==> config.mk <==
export PLATFORM = sky130hd
export DESIGN_NAME = call_stack_param
export DESIGN_NICKNAME = d
export VERILOG_FILES = /design/src/rtl/call_stack_param.sv
export SDC_FILE = /design/constraint.sdc
export NUM_CORES = 1
export LEC_CHECK = 0
export ABC_AREA = 1
export CAP_MARGIN = 20
export CORE_MARGIN = 2
export CORE_UTILIZATION = 58
export CTS_CLUSTER_DIAMETER = 50
export DETAILED_ROUTE_END_ITERATION = 7
export PLACE_DENSITY_LB_ADDON = 0.12
export SLEW_MARGIN = 0
export SYNTH_ARGS = -nofsm -noshare
export SYNTH_HDL_FRONTEND = slang
export SYNTH_SLANG_ARGS = --single-unit
==> constraint.sdc <==
create_clock -name clk -period 2.8 [get_ports clk]
set_clock_uncertainty 0.1 [all_clocks]
set_input_delay 0.56 -clock clk [delete_from_list [all_inputs] [get_ports clk]]
set_output_delay 0.56 -clock clk [all_outputs]
set_load 0.01 [all_outputs]
==> src/rtl/call_stack_param.sv <==
// call_stack_param: parametrised return-address stack for the decode stage.
//
// A LIFO of DEPTH entries, each WIDTH bits wide. The controller drives
// push/pop/flush; the current top entry feeds the PC input mux with zero
// read latency. Supports a same-cycle push+pop (tail call: replace the top),
// flush, occupancy reporting, and sticky overflow/underflow flags.
//
// Full-stack policy is chosen by WRAP_MODE:
//   0 : a push into a full stack is dropped (overflow is flagged)
//   1 : the stack behaves as a ring; the push overwrites the oldest entry
//       (overflow is still flagged so software can tell history was lost)
//
// DEPTH need not be a power of two, so the slot pointer wraps explicitly
// instead of relying on binary roll-over.

module call_stack_param #(
    parameter int WIDTH     = 12,
    parameter int DEPTH     = 8,
    parameter int WRAP_MODE = 0
) (
    input  logic                         clk,
    input  logic                         rst,
    input  logic                         push,
    input  logic                         pop,
    input  logic                         flush,
    input  logic                         err_clr,
    input  logic [WIDTH-1:0]             din,
    output logic [WIDTH-1:0]             top,
    output logic [$clog2(DEPTH+1)-1:0]   count,
    output logic                         empty,
    output logic                         full,
    output logic                         overflow,
    output logic                         underflow
);

    // Pointer width addresses DEPTH slots; count width must also hold DEPTH.
    localparam int PW = $clog2(DEPTH);
    localparam int CW = $clog2(DEPTH+1);

    localparam logic [PW-1:0] SP_LAST = PW'(DEPTH - 1);
    localparam logic [CW-1:0] CNT_MAX = CW'(DEPTH);

    // What the stack does this cycle, after priority resolution.
    typedef enum logic [2:0] {
        OP_HOLD,            // nothing requested
        OP_FLUSH,           // discard every entry
        OP_PUSH,            // push with room available
        OP_PUSH_FULL,       // push while full: drop or overwrite oldest
        OP_POP,             // pop with at least one entry
        OP_POP_EMPTY,       // pop while empty: flag only
        OP_REPLACE,         // push+pop with entries: overwrite top in place
        OP_PUSH_POP_EMPTY   // push+pop while empty: acts as push, flags underflow
    } op_e;

    // Storage and registered state.
    logic [WIDTH-1:0] mem [DEPTH];
    logic [PW-1:0]    sp;
    logic [CW-1:0]    cnt;
    logic             ov_q;
    logic             un_q;

    // Derived combinational values.
    logic [PW-1:0]    sp_inc;
    logic [PW-1:0]    sp_dec;
    logic             is_empty;
    logic             is_full;
    op_e              op;

    // Next-state controls.
    logic [PW-1:0]    sp_next;
    logic [CW-1:0]    cnt_next;
    logic             wr_en;
    logic [PW-1:0]    wr_addr;
    logic             ov_set;
    logic             un_set;

    // Pointer neighbours with explicit modulo-DEPTH wrap; sp_dec is the top slot.
    always_comb begin
        sp_inc = (sp == SP_LAST) ? '0 : sp + 1'b1;
        sp_dec = (sp == '0) ? SP_LAST : sp - 1'b1;
    end

    // Occupancy status straight from the registered count.
    always_comb begin
        is_empty = (cnt == '0);
        is_full  = (cnt == CNT_MAX);
    end

    // Resolve the request priority: flush beats push/pop (rst is handled in the register).
    always_comb begin
        // NOTE: every signal written in a combinational block gets a default
        // first, so no path through the logic can leave it unassigned (latch).
        op = OP_HOLD;
        if (flush) begin
            op = OP_FLUSH;
        end else if (push && pop) begin
            op = is_empty ? OP_PUSH_POP_EMPTY : OP_REPLACE;
        end else if (push) begin
            op = is_full ? OP_PUSH_FULL : OP_PUSH;
        end else if (pop) begin
            op = is_empty ? OP_POP_EMPTY : OP_POP;
        end
    end

    // Translate the resolved operation into pointer, count, write and flag updates.
    always_comb begin
        sp_next  = sp;
        cnt_next = cnt;
        wr_en    = 1'b0;
        wr_addr  = sp;
        ov_set   = 1'b0;
        un_set   = 1'b0;

        unique case (op)
            OP_FLUSH: begin
                sp_next  = '0;
                cnt_next = '0;
            end
            OP_PUSH: begin
                wr_en    = 1'b1;
                sp_next  = sp_inc;
                cnt_next = cnt + 1'b1;
            end
            OP_PUSH_FULL: begin
                ov_set = 1'b1;
                // In ring mode the free slot is the oldest entry; count stays at DEPTH.
                if (WRAP_MODE != 0) begin
                    wr_en   = 1'b1;
                    sp_next = sp_inc;
                end
            end
            OP_POP: begin
                sp_next  = sp_dec;
                cnt_next = cnt - 1'b1;
            end
            OP_POP_EMPTY: begin
                un_set = 1'b1;
            end
            OP_REPLACE: begin
                // Tail call: the callee's return address replaces the caller's.
                wr_en   = 1'b1;
                wr_addr = sp_dec;
            end
            OP_PUSH_POP_EMPTY: begin
                wr_en    = 1'b1;
                sp_next  = sp_inc;
                cnt_next = cnt + 1'b1;
                un_set   = 1'b1;
            end
            default: begin
                // OP_HOLD keeps every default.
            end
        endcase
    end

    // Pointer, count and sticky flags; reset is synchronous and overrides all inputs.
    always_ff @(posedge clk) begin
        // NOTE: registered state is assigned with non-blocking (<=) so every
        // flop samples the pre-edge values regardless of statement order.
        if (rst) begin
            sp   <= '0;
            cnt  <= '0;
            ov_q <= 1'b0;
            un_q <= 1'b0;
        end else begin
            sp   <= sp_next;
            cnt  <= cnt_next;
            // A new error event wins over a same-cycle clear.
            ov_q <= (ov_q & ~err_clr) | ov_set;
            un_q <= (un_q & ~err_clr) | un_set;
        end
    end

    // Entry storage write port.
    always_ff @(posedge clk) begin
        // NOTE: the storage array has no reset; validity is tracked by cnt, so
        // clearing it would only add reset fan-out and block RAM inference.
        // A write accepted alongside rst is harmless because cnt returns to 0.
        if (wr_en) begin
            mem[wr_addr] <= din;
        end
    end

    // Zero-latency outputs derived from registered state.
    always_comb begin
        top       = is_empty ? '0 : mem[sp_dec];
        count     = cnt;
        empty     = is_empty;
        full      = is_full;
        overflow  = ov_q;
        underflow = un_q;
    end

endmodule

---- After elaboration in Yosys (flattened, before gate mapping) ----
Memory sizes are Yosys's and may differ from the RTL's.
Index checks and enable logic that the tools add are counted.
word-level totals
  bits of input ports ..................... 18
  memories ................................ 1
  output and inout bits ................... 20
  register bits after elaboration ......... 9
  bits in writable memories ............... 96
operators by class
  add/subtract/negate cells ............... 4
  mux-type cells .......................... 18
  reduce and logical (&&, ||, !) cells .... 7
  bitwise logic cells ..................... 5
  eq/ne operators ......................... 9
memories
  memory  depth  bits a word  rd ports  clocked after Yosys merged registers in  wr ports  line  text
  mem     8      12           1         0                                        1         56    logic [WIDTH-1:0] mem [DEPTH];
operators with widths
  operator               count
  $mux W3                7
  $eq A3 B3 Y1 const B   5
  $mux W12               1
  $pmux W4 S3            1
  $pmux W3 S3            1
  $mux W1                8
  $eq A3 B2 Y1 const B   2
  $add A4 B1 Y4 const B  1
  $eq A4 B4 Y1 const B   1
  $logic_not A4 Y1       1
  $reduce_or A2 Y1       2
  $sub A4 B1 Y4 const B  1
  $add A3 B1 Y3 const B  1
  $eq A3 B1 Y1 const B   1
  $logic_not A3 Y1       1
  $reduce_bool A3 Y1     1
  $reduce_or A3 Y1       1
  $sub A3 B1 Y3 const B  1
  $and A1 B1 Y1          2
  $or A1 B1 Y1           2
  $logic_and A1 B1 Y1    1
  $not A1 Y1             1

---- Depth between registers and ports, before layout ----
Gate-level depths: netlist (run 1).
  depth in word-level cells ............... 11
  gate-level depth with buffers ........... 16
  gate-level depth less buffers ........... 15

---- Worst setup path after synthesis (run 1) ----
No wires, ideal clock.
  path type ............................... register to register
  start point ............................. register sp[0]
  end point ............................... memory mem[0][0] (enable)
  buffers on the path ..................... 1
  clock period less this slack ............ 2.326 ns
  setup slack ............................. 0.474 ns
  cell stages (with the launch flop) ...... 7
  library setup time ...................... 0.380 ns
  arrival time ............................ 1.845 ns
  path through ............................ dfxtp_1 inv_2 ha_1 a21oi_4 clkbuf_1 o211ai_1 nor2_1
between the ends
  word-level cells in the longest chain between the ends .. 3
  elaborated cells between the ends (all ways) .. 4
  classes of those cells .................. add/sub (1); mux (2); reduce/logical (1)
ends and longest elaborated chain
  item                                                      line  text
  from (decl)                                               57    logic [PW-1:0] sp;
  from (signal assigned)                                    166   sp <= sp_next;
  $sub A3 B1 Y3 / $logic_not A3 Y1 (equally long branches)  80    sp_dec = (sp == '0) ? SP_LAST : sp - 1'b1;
  $mux W3                                                   80
  $mux W3 *                                                 114   unique case (op)
  to (decl)                                                 56
Every way passes the cells marked *; elsewhere a longest branch is shown, timed or not.

---- Worst setup path in the final report (run 1) ----
  start point ............................. register sp[0]
  end point ............................... output top[7]
between the ends
  word-level cells in the longest chain between the ends .. 4
  elaborated cells between the ends (all ways) .. 5
  classes of those cells .................. add/sub (1); mux (2); reduce/logical (1); memory (1)
ends and longest elaborated chain
  item                                                      line  text
  $sub A3 B1 Y3 / $logic_not A3 Y1 (equally long branches)  80
  $mux W3 *                                                 80
  $mem_v2 Z8 W12 *                                          n/a
  $mux W12 *                                                186   top = is_empty ? '0 : mem[sp_dec];
  to (decl)                                                 28    output logic [WIDTH-1:0] top,
Marked as above.

==> metrics, run 1 <==
Initial Utilization around three fifths; Yosys top cell area share between 60% and 70%; pin count of the biggest net entering global routing 33; sequential power share between 40% and 50%; Clock Tree Buf Depth 2; most frequent cells in the layout edfxtp_1 (96), nor2_1 (95), o21ai_0 (43); Gate power share 31.6%; Boundary Pins 38; crit end category primary output; Finish-stage setup viols 0; die area 0.00872 mm²; period utilization 100%; chip width a little over 90 µm; number of diodes 0; clock share of power between 20 and 25%; worst hold slack ~0.37 ns; synth top area cells edfxtp_1 (62%), nor2_1 (8.2%), o21ai_0 (5.4%); GP Congestion a little over 0.8; total of max-cap violations 0; Cells after DPL roughly 570; synthesized instance count between 400 and 500; total wire length slightly above 10000 µm; initial antenna violation count 0; first-pass GRT wire length roughly 16000 µm; CTS root buf clkbuf_8; cts hold-fix bufs 0; Cell Count, Final, Fillers Out between 500 and 600; all-layer global routing usage 24.6%; H-tree depth 3; Seq cells post-synth around 110; Post-Syn Area per Cell ~11 µm²; Yosys cell types 30; Detail Route Antenna Nets 0; Post-DP HPWL around 6300 µm; Worst Path Arrival around 2.1 ns; Reg clk slew, reported paths about 0.10 ns; relative slew slack ~73%; synthesized cell area around 0.0046 mm²; Initial DRT Pass Iterations 5; Layout Area Growth over Synthesis 21.4%; Buffers on Ports 37; minimum clock period 2.80 ns; Skew-Pair Late Insertion Delay about 0.36 ns; Ys Warns 0; Via density around 5.7; Worst Path Max Fanout 8; Setup TNS 0 ns; grt total ovfl 0; Worst Setup Path Type reg2out; cell area power density 695 mW/mm²; HP Class reg2reg; DRT iter0 DRCs 317; # rows 32; vias in the first global route about 3200; Psw between 0.001 and 0.0015 W; Worst setup SP type register; fin. max-slew vios 0; Post-Syn Nets 441; DIE HEIGHT roughly 93 µm; CTS buffer count 9; DRC viols 0; VDD IR max ~0.39 mV; RSZ-0062 raised after global routing true; share of cells above drive strength 1 22.2%; clk sinks around 110; internal power around 0.0026 W; net count reported at finish 512; Seq/Total Area, Yosys about 66%; most common cell after layout, fill and taps aside edfxtp_1; CTS tree done; Switching Share 32.8%; via count between 3000 and 4000; highest clock rate roughly 0.36 GHz; worst endpoint required time roughly 2.1 ns; WL/cell between 15 and 20 µm; Core Region 0.00773 mm²; Static Leak around 2 nW; status completed; final hold violations 0; worst-margin pin slew 0.406 ns; largest area contributor in the netlist edfxtp_1
==> cells in the mapped netlist, drive strengths merged <==
master and count:
clkbuf 9, buf 12, nand3 11, nand4 9, dfxtp 9, ha 6
a21oi 10, nand2 31, inv 26, fa 1, nor2 105, xnor2 1
o211ai 14, o21ai 76, edfxtp 96
==> layer usage <==
metal / vias up / track usage, % / part of all wire, %
met5: - / 0 / 0
met1: 1602 / 31.2 / 40
met2: 143 / 41.8 / 51
met4: 0 / 10.0 / 1.9
li1: 1600 / - / -
met3: 21 / 4.27 / 7.2
==> power by group through the flow <==
stage          Clock, W  Sequential, W  Combinational, W
2_1_floorplan         0        0.00185          0.000681
3_3_place_gp          0        0.00185           0.00118
3_5_place_dp          0        0.00185           0.00121
4_1_cts        0.000866        0.00182           0.00122
5_1_grt        0.000935        0.00182           0.00136
6_report       0.000855        0.00182           0.00124
==> metrics by stage <==
stage               worst slack (ns)  utilization (%)  total power [W]  area (µm²)
finish                      0.000655             72.8          0.00391        5630
global route                  -0.116             72.8          0.00412        5630
CTS                          -0.0562             72.3          0.00390        5590
detailed placement           -0.0806             68.9          0.00306        5320
global placement              0.0609             68.9          0.00303        5320
floorplan                      0.474                -          0.00253        4640
==> registers in the layout (all words and copies together) (netlist names) <==
name       cells
count          4
mem           96
overflow       1
sp             3
underflow      1
==> critical path, stage by stage, from the launching register on <==
cell and delay (ns):
dfxtp_2 0.37, inv_4 0.05, ha_4 0.16, a21oi_4 0.21
buf_6 0.14, buf_4 0.11, buf_6 0.12, o21ai_0 0.07
nor2_1 0.14, o21ai_1 0.11, nor2_1 0.14, buf_2 0.15
==> logic make-up (layout without fill, tap and decap cells) <==
| family | Yosys count | in the layout | synth area share [%] |
|---|---|---|---|
| buffers and inverters | 47 | 123 | 4.37 |
| adder cells (fa/ha/maj) | 7 | 7 | 2.05 |
| AO/OA/AOI/OAI | 100 | 100 | 12.1 |
| XOR/XNOR | 1 | 1 | 0.189 |
| AND/OR/NAND/NOR | 156 | 156 | 15.2 |
| flip-flops | 105 | 105 | 66.1 |
==> what timing repair did <==
item                       4_1_cts  5_1_grt
setup buffers                    4        3
setup endpoints to repair       12       12
cloned                           3        0
resized for setup               54       20
pin swaps                        4        8
==> path summary, 6_finish.rpt <==
check / startpoint / to / slack [ns] / depth (start not counted)
setup / recovery: sp[0] / top[7] / 0.0007 / 11
hold / removal: underflow / underflow / 0.37 / 2
setup reg to reg: sp[0] / mem[2][7] / 0.44 / 11
hold reg to reg: underflow / underflow / 0.37 / 2
==> layout make-up <==
type | instances | area, µm²
Clock buffer | 10 | 128
Fill cell | 518 | 2100
Tap cell | 102 | 128
Multi-Input combinational cell | 264 | 1400
Sequential cell | 105 | 3070
Timing Repair Buffer | 81 | 753
Clock inverter | 6 | 50.0
Inverter | 26 | 100
(Power assumes the default switching activity.)
==> inputs of run 2 (changes only) <==
Settings changed: CORE_UTILIZATION 58 to 39, PLACE_DENSITY_LB_ADDON 0.12 to not set.
==> metrics, run 2 (synthesis results as in run 1) <==
initial antenna violation count 0; cell area power density between 700 and 800 mW/mm²; highest clock rate ~0.37 GHz; status finished with violations; clock share of power approximately 28%; Buffers on Ports 37; grt total ovfl 0; Gate power share between 20% and 30%; M1 wire length 4590 µm; H-tree depth 3; Layout Area Growth over Synthesis 26.2%; Fillers between 1000 and 1500; Static Leak approximately 2.1 nW; crit-path cells inv_4 -> ha_4 -> a21oi_4 -> buf_6 -> buf_6 -> buf_16 -> o21ai_0 -> o21ai_1 -> o21ai_1 -> nor2_1 -> clkdlybuf4s15_2; CTS buffer count 9; final hold violations 0; DR top layer met4; chip width 113 µm; DRC viols 2; share of cells above drive strength 1 between 20 and 25%; Finish-stage setup viols 0; first-pass GRT wire length roughly 17000 µm; failing checks DRC; CTS root buf clkbuf_16; worst-margin pin slew approximately 0.45 ns; Cells after DPL 612; internal power just under 0.003 W; Clock Tree Buf Depth 2; Detail Route Antenna Nets 0; met2 wire len 5190 µm; Boundary Pins 38; Worst Path Max Fanout 9; vias in the first global route approximately 3200; net count reported at finish ~520; sequential power share between 40% and 50%; Skew-Pair Late Insertion Delay between 0.3 and 0.4 ns; RSZ-0062 raised after global routing true; worst hold slack about 0.37 ns; FF-to-FF path depth 12; Cell Count, Final, Fillers Out ~640; total of max-cap violations 0; Via density roughly 5.1; die area approximately 0.013 mm²; Worst setup SP type register; placed cell area around 0.0054 mm²; Switching Share around a third; total wire length 10600 µm; Psw ~0.0014 W; fin. max-slew vios 0; hold path depth 2; post-route design area between 0.005 and 0.006 mm²; WL/cell 16.5 µm; Largest stage delay, worst path between 0.3 and 0.4 ns; most common cell after layout, fill and taps aside nor2_1; max reg flops 96; relative slew slack 70.0%; Post-DP HPWL around 6700 µm; via count 3268; Worst Setup Path Type reg2out; Core Region between 0.01 and 0.015 mm²; clk sinks between 100 and 150; most frequent cells in the layout nor2_1 (100), edfxtp_1 (96), o21ai_0 (45); Reg clk slew, reported paths ~0.070 ns; HP Class reg2reg; Setup TNS 0 ns; minimum clock period approximately 2.7 ns; crit end category primary output; number of diodes 0; Worst Path Arrival roughly 2.0 ns; VDD IR max between 0.5 and 0.6 mV; pin count of the biggest net entering global routing 28; Initial Utilization ~40%; period utilization 95.8%; Initial DRT Pass Iterations 7; GP Congestion 0.822; CTS tree done; Largest Register mem; wire length on met3 ~650 µm; worst endpoint required time 2.14 ns; # rows 39; all-layer global routing usage between 15 and 20%; slowest CP cell dfxtp_2; total power roughly 0.0043 W; DIE HEIGHT between 100 and 150 µm; DRT iter0 DRCs 207
[run 2: per-stage QoR]
step / setup WS, ns / utilization (%)
floorplan: 0.474 / -
global placement: 0.0661 / 47.0
detailed placement: -0.0232 / 47.0
CTS: 0.00288 / 50.4
global route: -0.00941 / 50.8
finish: 0.117 / 50.8
[run 2: worst max-delay path, delay by kind of cell (launching register included)]
| family | cells | cell delay [ns] |
|---|---|---|
| AO/OA/AOI/OAI | 4 | 0.41 |
| adder cells (fa/ha/maj) | 1 | 0.16 |
| buffers and inverters | 5 | 0.65 |
| flip-flops | 1 | 0.35 |
| AND/OR/NAND/NOR | 1 | 0.10 |
[run 2: power groups by stage]
stage	Sequential [W]	Combinational, W	Clock (W)
2_1_floorplan	0.00185	0.000681	0
3_3_place_gp	0.00185	0.00121	0
3_5_place_dp	0.00185	0.00123	0
4_1_cts	0.00182	0.00125	0.00125
5_1_grt	0.00183	0.00138	0.00132
6_report	0.00182	0.00125	0.00122
[run 2: layout make-up]
class                           instances  area (µm²)  share of cell area [%]
Tap cell                              143         179                    3.06
Inverter                               26         105                    1.80
Multi-Input combinational cell        264        1390                    23.7
Sequential cell                       105        3070                    52.4
Clock inverter                          6        61.3                    1.05
Timing Repair Buffer                   85         825                    14.1
Clock buffer                           10         229                    3.91
[run 2: per-layer routing]
| metal | GRT usage [%] | vias to the layer above |
|---|---|---|
| li1 | - | 1611 |
| met1 | 22.9 | 1565 |
| met2 | 29.1 | 81 |
| met3 | 4.18 | 11 |
| met4 | 5.04 | 0 |
| met5 | 0 | - |
[run 2: path summary, 6_finish.rpt]
kind / startpoint / end / slack [ns]
max: sp[0] / top[4] / 0.12
min: overflow / overflow / 0.37
max reg2reg: count[1] / count[3] / 0.51
min reg2reg: overflow / overflow / 0.37
[run 2: repair_timing]
action                     CTS  global route
pin swaps                    3             8
hold buffers                 0             0
setup endpoints to repair   12            12
setup buffers                3             5
gates cloned                 2             1
gates resized for setup     37            28
